<file path="src/rtl/uart_axi_regfile.sv">
// ---------------------------------------------------------------------------
// uart_axi_regfile
//
// Register bank sitting between an AXI-Lite slave front end and a UART
// TX/RX core. Four word registers are decoded from address bits [3:2]
// (upper address bits alias):
//   0 TXDATA   : write pushes a byte into the TX FIFO, reads as 0
//   1 RXDATA   : read returns the RX FIFO head (0 when empty); the pop
//                happens one cycle later, when i_valid_r reports that the
//                front end accepted the read data
//   2 STATUS   : {tx_empty, tx_ovf, rx_ovr, rx_full, rx_empty, tx_full}
//                in bits [5:0]; writing 1 to bit 3 / bit 4 clears the
//                sticky rx_ovr / tx_ovf flags
//   3 BAUD_DIV : 16-bit baud divisor, byte lanes 0/1; a value of 0 is
//                stored as 1 so the baud generator never stalls
//
// Ports
//   clk, reset          clock, synchronous active-high reset
//   i_wen/i_addr_w/i_data_w   write strobes (per byte lane), address, data
//   i_addr_r, o_data_r  read address and combinational read data
//   i_valid_r           read-accepted pulse (one cycle after the data)
//   o_tx_data/o_tx_valid/i_tx_ready   TX FIFO drain towards the UART TX
//   i_rx_data/i_rx_valid              received bytes from the UART RX
//   o_baud_div          current baud divisor
// ---------------------------------------------------------------------------
module uart_axi_regfile #(
    parameter int          ADDR_WIDTH   = 32,
    parameter int          DATA_WIDTH   = 32,
    parameter int          FIFO_DEPTH   = 16,
    parameter logic [15:0] BAUD_DIV_RST = 16'd651
) (
    input  logic                  clk,
    input  logic                  reset,
    input  logic [3:0]            i_wen,
    input  logic [ADDR_WIDTH-1:0] i_addr_w,
    input  logic [DATA_WIDTH-1:0] i_data_w,
    input  logic [ADDR_WIDTH-1:0] i_addr_r,
    output logic [DATA_WIDTH-1:0] o_data_r,
    input  logic                  i_valid_r,
    output logic [7:0]            o_tx_data,
    output logic                  o_tx_valid,
    input  logic                  i_tx_ready,
    input  logic [7:0]            i_rx_data,
    input  logic                  i_rx_valid,
    output logic [15:0]           o_baud_div
);

    localparam int          PW      = $clog2(FIFO_DEPTH);
    localparam logic [PW:0] PTR_ONE = {{PW{1'b0}}, 1'b1};

    localparam logic [1:0] IDX_TXDATA = 2'd0;
    localparam logic [1:0] IDX_RXDATA = 2'd1;
    localparam logic [1:0] IDX_STATUS = 2'd2;
    localparam logic [1:0] IDX_BAUD   = 2'd3;

    // A divisor of 0 would freeze the baud generator; clamp it to 1.
    function automatic logic [15:0] coerce_div(input logic [15:0] v);
        return (v == 16'd0) ? 16'd1 : v;
    endfunction

    // Storage and state
    logic [7:0]            tx_mem_q [FIFO_DEPTH];
    logic [7:0]            rx_mem_q [FIFO_DEPTH];
    logic [PW:0]           tx_wp_q, tx_wp_d, tx_rp_q, tx_rp_d;
    logic [PW:0]           rx_wp_q, rx_wp_d, rx_rp_q, rx_rp_d;
    logic                  tx_ovf_q, tx_ovf_d;
    logic                  rx_ovr_q, rx_ovr_d;
    logic [15:0]           baud_q, baud_d;
    logic [ADDR_WIDTH-1:0] addr_q;

    // FIFO flags: one extra pointer bit distinguishes full from empty.
    logic tx_empty, tx_full, rx_empty, rx_full;

    assign tx_empty = (tx_wp_q == tx_rp_q);
    assign tx_full  = (tx_wp_q[PW] != tx_rp_q[PW]) &&
                      (tx_wp_q[PW-1:0] == tx_rp_q[PW-1:0]);
    assign rx_empty = (rx_wp_q == rx_rp_q);
    assign rx_full  = (rx_wp_q[PW] != rx_rp_q[PW]) &&
                      (rx_wp_q[PW-1:0] == rx_rp_q[PW-1:0]);

    // Write decode and FIFO events
    logic [1:0] wr_idx;
    logic       tx_push, tx_pop, tx_accept, tx_drop;
    logic       rx_pop, rx_accept, rx_drop;
    logic       sts_wr, baud_wr;
    logic [15:0] baud_new;

    assign wr_idx  = i_addr_w[3:2];
    assign tx_push = i_wen[0] && (wr_idx == IDX_TXDATA);
    assign sts_wr  = i_wen[0] && (wr_idx == IDX_STATUS);
    assign baud_wr = (i_wen[0] || i_wen[1]) && (wr_idx == IDX_BAUD);

    // A pop in the same cycle frees a slot, so a push into a full FIFO is
    // still accepted. An empty FIFO cannot pop, so there is no bypass.
    assign tx_pop    = !tx_empty && i_tx_ready;
    assign tx_accept = tx_push && (!tx_full || tx_pop);
    assign tx_drop   = tx_push && tx_full && !tx_pop;

    // The RX pop follows the read that was presented on the previous cycle,
    // so the front end has already captured the head byte.
    assign rx_pop    = i_valid_r && (addr_q[3:2] == IDX_RXDATA) && !rx_empty;
    assign rx_accept = i_rx_valid && (!rx_full || rx_pop);
    assign rx_drop   = i_rx_valid && rx_full && !rx_pop;

    assign baud_new = {i_wen[1] ? i_data_w[15:8] : baud_q[15:8],
                       i_wen[0] ? i_data_w[7:0]  : baud_q[7:0]};

    // Next-state logic
    always_comb begin
        tx_wp_d  = tx_wp_q;
        tx_rp_d  = tx_rp_q;
        rx_wp_d  = rx_wp_q;
        rx_rp_d  = rx_rp_q;
        tx_ovf_d = tx_ovf_q;
        rx_ovr_d = rx_ovr_q;
        baud_d   = baud_q;

        if (tx_pop)    tx_rp_d = tx_rp_q + PTR_ONE;
        if (tx_accept) tx_wp_d = tx_wp_q + PTR_ONE;
        if (rx_pop)    rx_rp_d = rx_rp_q + PTR_ONE;
        if (rx_accept) rx_wp_d = rx_wp_q + PTR_ONE;

        // Clear first, then set, so a drop in the same cycle wins.
        if (sts_wr && i_data_w[4]) tx_ovf_d = 1'b0;
        if (sts_wr && i_data_w[3]) rx_ovr_d = 1'b0;
        if (tx_drop)               tx_ovf_d = 1'b1;
        if (rx_drop)               rx_ovr_d = 1'b1;

        if (baud_wr) baud_d = coerce_div(baud_new);
    end

    // State register; FIFO storage is not reset, the pointers make it empty.
    always_ff @(posedge clk) begin
        if (reset) begin
            tx_wp_q  <= '0;
            tx_rp_q  <= '0;
            rx_wp_q  <= '0;
            rx_rp_q  <= '0;
            tx_ovf_q <= 1'b0;
            rx_ovr_q <= 1'b0;
            baud_q   <= BAUD_DIV_RST;
            addr_q   <= '0;
        end else begin
            tx_wp_q  <= tx_wp_d;
            tx_rp_q  <= tx_rp_d;
            rx_wp_q  <= rx_wp_d;
            rx_rp_q  <= rx_rp_d;
            tx_ovf_q <= tx_ovf_d;
            rx_ovr_q <= rx_ovr_d;
            baud_q   <= baud_d;
            addr_q   <= i_addr_r;
        end
        if (tx_accept) tx_mem_q[tx_wp_q[PW-1:0]] <= i_data_w[7:0];
        if (rx_accept) rx_mem_q[rx_wp_q[PW-1:0]] <= i_rx_data;
    end

    // Read mux; FIFO heads are masked to 0 while empty so stale storage
    // never leaks out.
    always_comb begin
        o_data_r = '0;
        case (i_addr_r[3:2])
            IDX_RXDATA: begin
                if (!rx_empty) o_data_r[7:0] = rx_mem_q[rx_rp_q[PW-1:0]];
            end
            IDX_STATUS: begin
                o_data_r[5:0] = {tx_empty, tx_ovf_q, rx_ovr_q,
                                 rx_full, rx_empty, tx_full};
            end
            IDX_BAUD: begin
                o_data_r[15:0] = baud_q;
            end
            default: o_data_r = '0;
        endcase
    end

    assign o_tx_valid = !tx_empty;
    assign o_tx_data  = tx_empty ? 8'd0 : tx_mem_q[tx_rp_q[PW-1:0]];
    assign o_baud_div = baud_q;

    // Address bits outside the word index and data bits above the widest
    // register are don't-care by design.
    logic unused_bits;
    assign unused_bits = ^{i_addr_w[ADDR_WIDTH-1:4], i_addr_w[1:0],
                           i_addr_r[ADDR_WIDTH-1:4], i_addr_r[1:0],
                           addr_q[ADDR_WIDTH-1:4], addr_q[1:0],
                           i_data_w[DATA_WIDTH-1:16], i_wen[3:2]};

endmodule

</file>
<file path="config.mk">
export PLATFORM = sky130hd
export DESIGN_NAME = uart_axi_regfile
export DESIGN_NICKNAME = d
export VERILOG_FILES = /design/src/rtl/uart_axi_regfile.sv
export SDC_FILE = /design/constraint.sdc
export NUM_CORES = 1
export LEC_CHECK = 0
export ABC_CLOCK_PERIOD_IN_PS = 2500
export CAP_MARGIN = 5
export CORE_MARGIN = 2
export CORE_UTILIZATION = 55
export CTS_CLUSTER_DIAMETER = 100
export DETAILED_ROUTE_END_ITERATION = 10
export PLACE_DENSITY = 0.77
export RECOVER_POWER = 100
export REMOVE_ABC_BUFFERS = 1
export SLEW_MARGIN = 0
export SYNTH_ARGS = -nofsm -noshare
export SYNTH_HDL_FRONTEND = slang
export SYNTH_SLANG_ARGS = --single-unit
export TNS_END_PERCENT = 20
</file>
<file path="constraint.sdc">
create_clock -name clk -period 2.5 [get_ports clk]
set_input_delay 0.5 -clock clk [delete_from_list [all_inputs] [get_ports clk]]
set_output_delay 0.5 -clock clk [all_outputs]
set_load 0.01 [all_outputs]
</file>
Word level (Yosys, flattened, before mapping)
Memories as Yosys holds them, arrays and structs flattened. A register that Yosys moved wholly into a read port is not among the register bits.
Index checks and enable logic that the tools add are counted.

operators by class
  add/sub/neg operators = 4
  equality and inequality tests = 12
  muxes and demuxes = 20
  reductions and logical operators = 29

operators by type and width
  cell                                                                    count
  8-bit two-way mux                                                       5
  5-bit by 1-bit adder with 5-bit output (second input constant)          4
  6-bit case mux with 3 select lines                                      1
  1-bit logical AND                                                       16
  16-bit logical NOT                                                      1
  16-bit two-way mux                                                      1
  4-bit two-way mux                                                       4
  5-bit equality test                                                     2
  2-bit equality test (second input constant)                             4
  4-bit equality test                                                     2
  1-bit two-way mux                                                       8
  1-bit logical NOT                                                       6
  2-bit by 1-bit equality test with 1-bit output (second input constant)  2
  2-bit case mux with 2 select lines                                      1
  2-bit nonzero test                                                      2
  1-bit logical OR                                                        3
  2-bit logical NOT                                                       1
  1-bit inequality test                                                   2

word-level totals
  flip-flop bits (word level) = 42
  memory bits (writable) = 256
  input bits = 113
  output and inout bits = 57
  logic and storage cells = 75
  memories = 2

memory list
  name      words  width  rd ports  clocked after Yosys merged registers in  write ports  line  source
  rx_mem_q  16     8      1         1                                        1            63    logic [7:0] rx_mem_q [FIFO_DEPTH];
  tx_mem_q  16     8      1         1                                        1            62    logic [7:0] tx_mem_q [FIFO_DEPTH];

Longest topological paths before layout
  depth in word-level cells = 7
  depth in mapped cells = 7
  mapped depth without buffers = 5

Least setup slack after synthesis
OpenSTA, ideal clock, no wires.

  kind = register to output
  from = reg (tool-made name)
  to = out o_data_r[6]
  arrival time = 1705 ps
  path slack = 295 ps
  stages on the path, launching flop included = 7
  path buffers = 2
  cells stage by stage = dfxtp_1 -> buf_2 -> buf_2 -> mux4_2 -> a22oi_1 -> nand3_1 -> a32o_1

RTL lines
  element    line  source
  to (decl)  38    output logic [DATA_WIDTH-1:0] o_data_r,

==> impl_metrics.yaml <==
detailed_routing:
  ant_nets: 0
  vias_per_cell: 5.94
  drt_iter0_drc: 532
  wl_per_cell_um: 22.5
  drtPass1Iterations: 5
  route.vias.total: 7309
  wl_mm: 27.8
  drc: 0
die:
  initial_utilization_pct: 55.6
  rows: 55
  die_area_sq_um: 24000
  core-area_sq_um: 22500
  die_width_um: 155
  pin_count: 170
  die_h_um: 155
clock_tree:
  cts_made_buffers: 30
  clk_pin_slew_worst_paths_ns: 0.06
  clockBufferDepth: 3
  hold_buffers: 0
  h-tree-depth: 1
  clk_latency_ns: 0.55
  clock-root-buffer: "clkbuf_16"
  cts_sinks: 304
  cts_tree: "yes"
worst_setup_path:
  path_cells: "buf_12 > mux4_2 > a22oi_2 > nand3_2 > a22o_1 > buf_2"
  cpMaxStageDelayCell: "mux4_2"
  critical-path-max-stage-delay_ns: 0.50
  endpoint_kind: "output pin"
  path_class: "reg -> out"
  critical_path_required_ns: 2.00
  crit_family: "compound AO/OA/AOI/OAI gates"
  critical_path_arrival_ns: 2.45
  cp_num_buf_inv: 2
  critPathMaxFanout: 6
  critPathLaunchType: "flop"
  r2r_slack_ns: 0.04
finish:
  post-route-util_pct: 68.1
  fin_nets: 1045
  drive_gt1_share_pct: 28.6
  area_growth_pct: 22.4
  diodes: 0
  fill_cells: 1462
global_routing:
  grt_pass1_vias: 7540
  antenna_found_initial: 0
  grt_usage_pct: 23.2
  grt_max_degree: 48
  grt_overflow: 0
  grt_pass1_wl_mm: 42.5
timing:
  fin_skew_ns: 0.0145
  min_period_ns: 2.95
  max_clock_freq_ghz: 0.340
  timing.setup.tns_ns: -5.71
  finalSetupViolations: 20
  hold_viol: 0
  worst_pin_slew_ns: 2.09
  setup_slack_ns: -0.445
  final.period_utilization_pct: 118
  drv_slew: 48
  slew_headroom_pct: -39.0
  rsz0062_at_grt: "yes"
yosys:
  yosys_warnings: 0
  synth.lib_cells_used.distinct: 51
  synthCells: 756
  avgSynthCellArea_sq_um: 16.5
  ys.flop_type: "edfxtp_1"
  synth-seq-cells: 304
  synth_area_leaders: "edfxtp_1 61%, mux4_2 12%, dfxtp_1 7.7%, and3_1 1.8%, nand2_1 1.4%"
  synth_area_sq_um: 12500
  synth_edf_count: 256
  synth_top_area_cell: "edfxtp_1"
  ys_async_sr_fraction_pct: 0
  yosysTopAreaCellShare_pct: 61.5
  synth-seq-area-share_pct: 69.1
place:
  place.gp.congestion: 0.867
  post-place-ws_ns: -0.307
  port_buffers: 75
  place_hpwl_mm: 18.2
power_and_ir_drop:
  intPower_uw: 8590
  leakagePower_uw: 0.00535
  vdd_drop_max_mv: 0.607
  swShare_pct: 21.5
  power.total_uw: 10900
  p_sw_uw: 2350
  power_density_nw_per_um2: 714
  clock_power_share_pct: 41.0
  p_seq_share_pct: 51.0
  power_frac_comb_pct: 8.0
status:
  violations: "max-capacitance violations, max-slew violations, negative setup slack"
  status: "complete, but fails checks"
min_path:
  hold_path.class: "reg -> reg"
job:
  cap_violations: 1
-- tightest hold or removal path, delay by kind of cell, from the launching register on --
kind           cells  cell delay, ns
AO/OA/AOI/OAI      2            0.13
flip-flops         1            0.31
-- metal layers --
layer / share of wire [%] / vias up / GRT usage [%]
met3: 4.8 / 48 / 3.14
met4: 2.3 / 0 / 6.31
met1: 39 / 3740 / 29.9
li1: - / 3254 / -
met2: 53 / 267 / 41.7
met5: 0 / - / 0
-- state kept, by name, summed over array words and instances (netlist names), named ones only --
signal and flops:
rx_wp_q 5, tx_mem_q 128, o_baud_div 16, rx_rp_q 5, tx_rp_q 5, rx_mem_q 128
tx_wp_q 5, tx_ovf_q 1, addr_q 2, rx_ovr_q 1
-- final timing paths --
check / from / endpoint / cells after the start
min reg2reg: rx_ovr_q$_SDFFE_PP0P_ / rx_ovr_q$_SDFFE_PP0P_ / 2
min: rx_ovr_q$_SDFFE_PP0P_ / rx_ovr_q$_SDFFE_PP0P_ / 2
max: flop / o_data_r[2] / 6
max reg2reg: rx_rp_q[3]$_SDFFE_PP0N_ / rx_mem_q[5][3]$_DFFE_PP_ / 5
-- cells in the mapped netlist, types with 2 or more instances --
| master | count |
|---|---|
| o31ai_1 | 2 |
| a31oi_1 | 2 |
| mux2_2 | 5 |
| buf_4 | 21 |
| nand3b_1 | 5 |
| nand2_1 | 47 |
| o211ai_1 | 3 |
| a21oi_1 | 18 |
| and2_1 | 2 |
| a32o_1 | 2 |
| buf_1 | 7 |
| dfxtp_1 | 48 |
| nor2_1 | 33 |
| nor2b_1 | 22 |
| nand3_1 | 25 |
| nor4_1 | 3 |
| clkbuf_2 | 2 |
| nor3_1 | 6 |
| a21o_2 | 2 |
| ha_1 | 10 |
| or4_1 | 2 |
| a211oi_1 | 20 |
| edfxtp_1 | 256 |
| buf_6 | 2 |
| and3_1 | 36 |
| xor2_1 | 9 |
| clkbuf_1 | 19 |
| o21ai_0 | 9 |
| inv_1 | 8 |
| buf_2 | 9 |
| a22oi_1 | 9 |
| a22o_1 | 4 |
| mux2i_1 | 12 |
| xnor2_1 | 13 |
| nand4_1 | 4 |
| mux4_2 | 64 |
-- placed cells by master, fill, tap and decap left out, types with 6 or more instances in the layout --
cell,n
nand3_1,14
dfxtp_1,45
nand2_1,46
nor3_1,6
clkinv_2,8
edfxtp_1,256
ha_1,10
a211oi_1,10
buf_4,47
xnor2_1,12
dlygate4sd3_1,33
clkdlybuf4s50_1,26
clkbuf_2,19
a211oi_2,10
mux4_2,64
a22oi_2,8
conb_1,16
nor2_1,32
mux2i_1,10
xor2_1,9
a21oi_1,18
inv_1,8
buf_6,9
nor2b_1,22
clkbuf_16,32
nand3_2,11
o21ai_0,9
buf_2,13
clkbuf_1,17
and3_1,36
buf_12,10
-- final cells by class --
type	instances	area [sq um]	share of cell area, %
Clock buffer	38	853	5.57
Sequential cell	304	8660	56.5
Inverter	8	30.0	0.196
Clock inverter	18	146	0.956
Timing Repair Buffer	179	1570	10.3
Tap cell	285	357	2.33
Multi-Input combinational cell	399	3700	24.2
-- cells by family after synthesis --
| logic type | Yosys count | share of synthesized area (%) |
|---|---|---|
| multiplexers | 81 | 12.9 |
| AND/OR/NAND/NOR | 194 | 8.11 |
| AO/OA/AOI/OAI | 75 | 4.22 |
| adder cells (fa/ha/maj) | 10 | 1.00 |
| other | 1 | 0.0300 |
| flip-flops | 304 | 69.1 |
| XOR/XNOR | 23 | 1.67 |
| buffers and inverters | 68 | 2.90 |
-- power by group through the flow --
stage	sequential, uW	combinational [uW]	clock [uW]
after floorplan	5720	336	0
after global placement	5680	786	0
after detailed placement	5680	815	0
after CTS	5580	896	4520
after global routing	5580	942	4720
final	5580	879	4490
-- stage by stage --
step	instances	area, sq um	hold slack [ns]
2_1_floorplan	711	12200	0.448
3_3_place_gp	1156	14100	0.473
3_5_place_dp	1156	14100	0.479
4_1_cts	1221	15400	0.487
5_1_grt	1231	15300	0.519
6_report	1231	15300	0.485
-- timing repair --
item                       in CTS  in global routing
gates resized for setup       113                  8
gates cloned                    1                  0
pin swaps                      33                  7
buffers inserted                8                 10
setup endpoints to repair      17                 17
(Power assumes the default switching activity.)
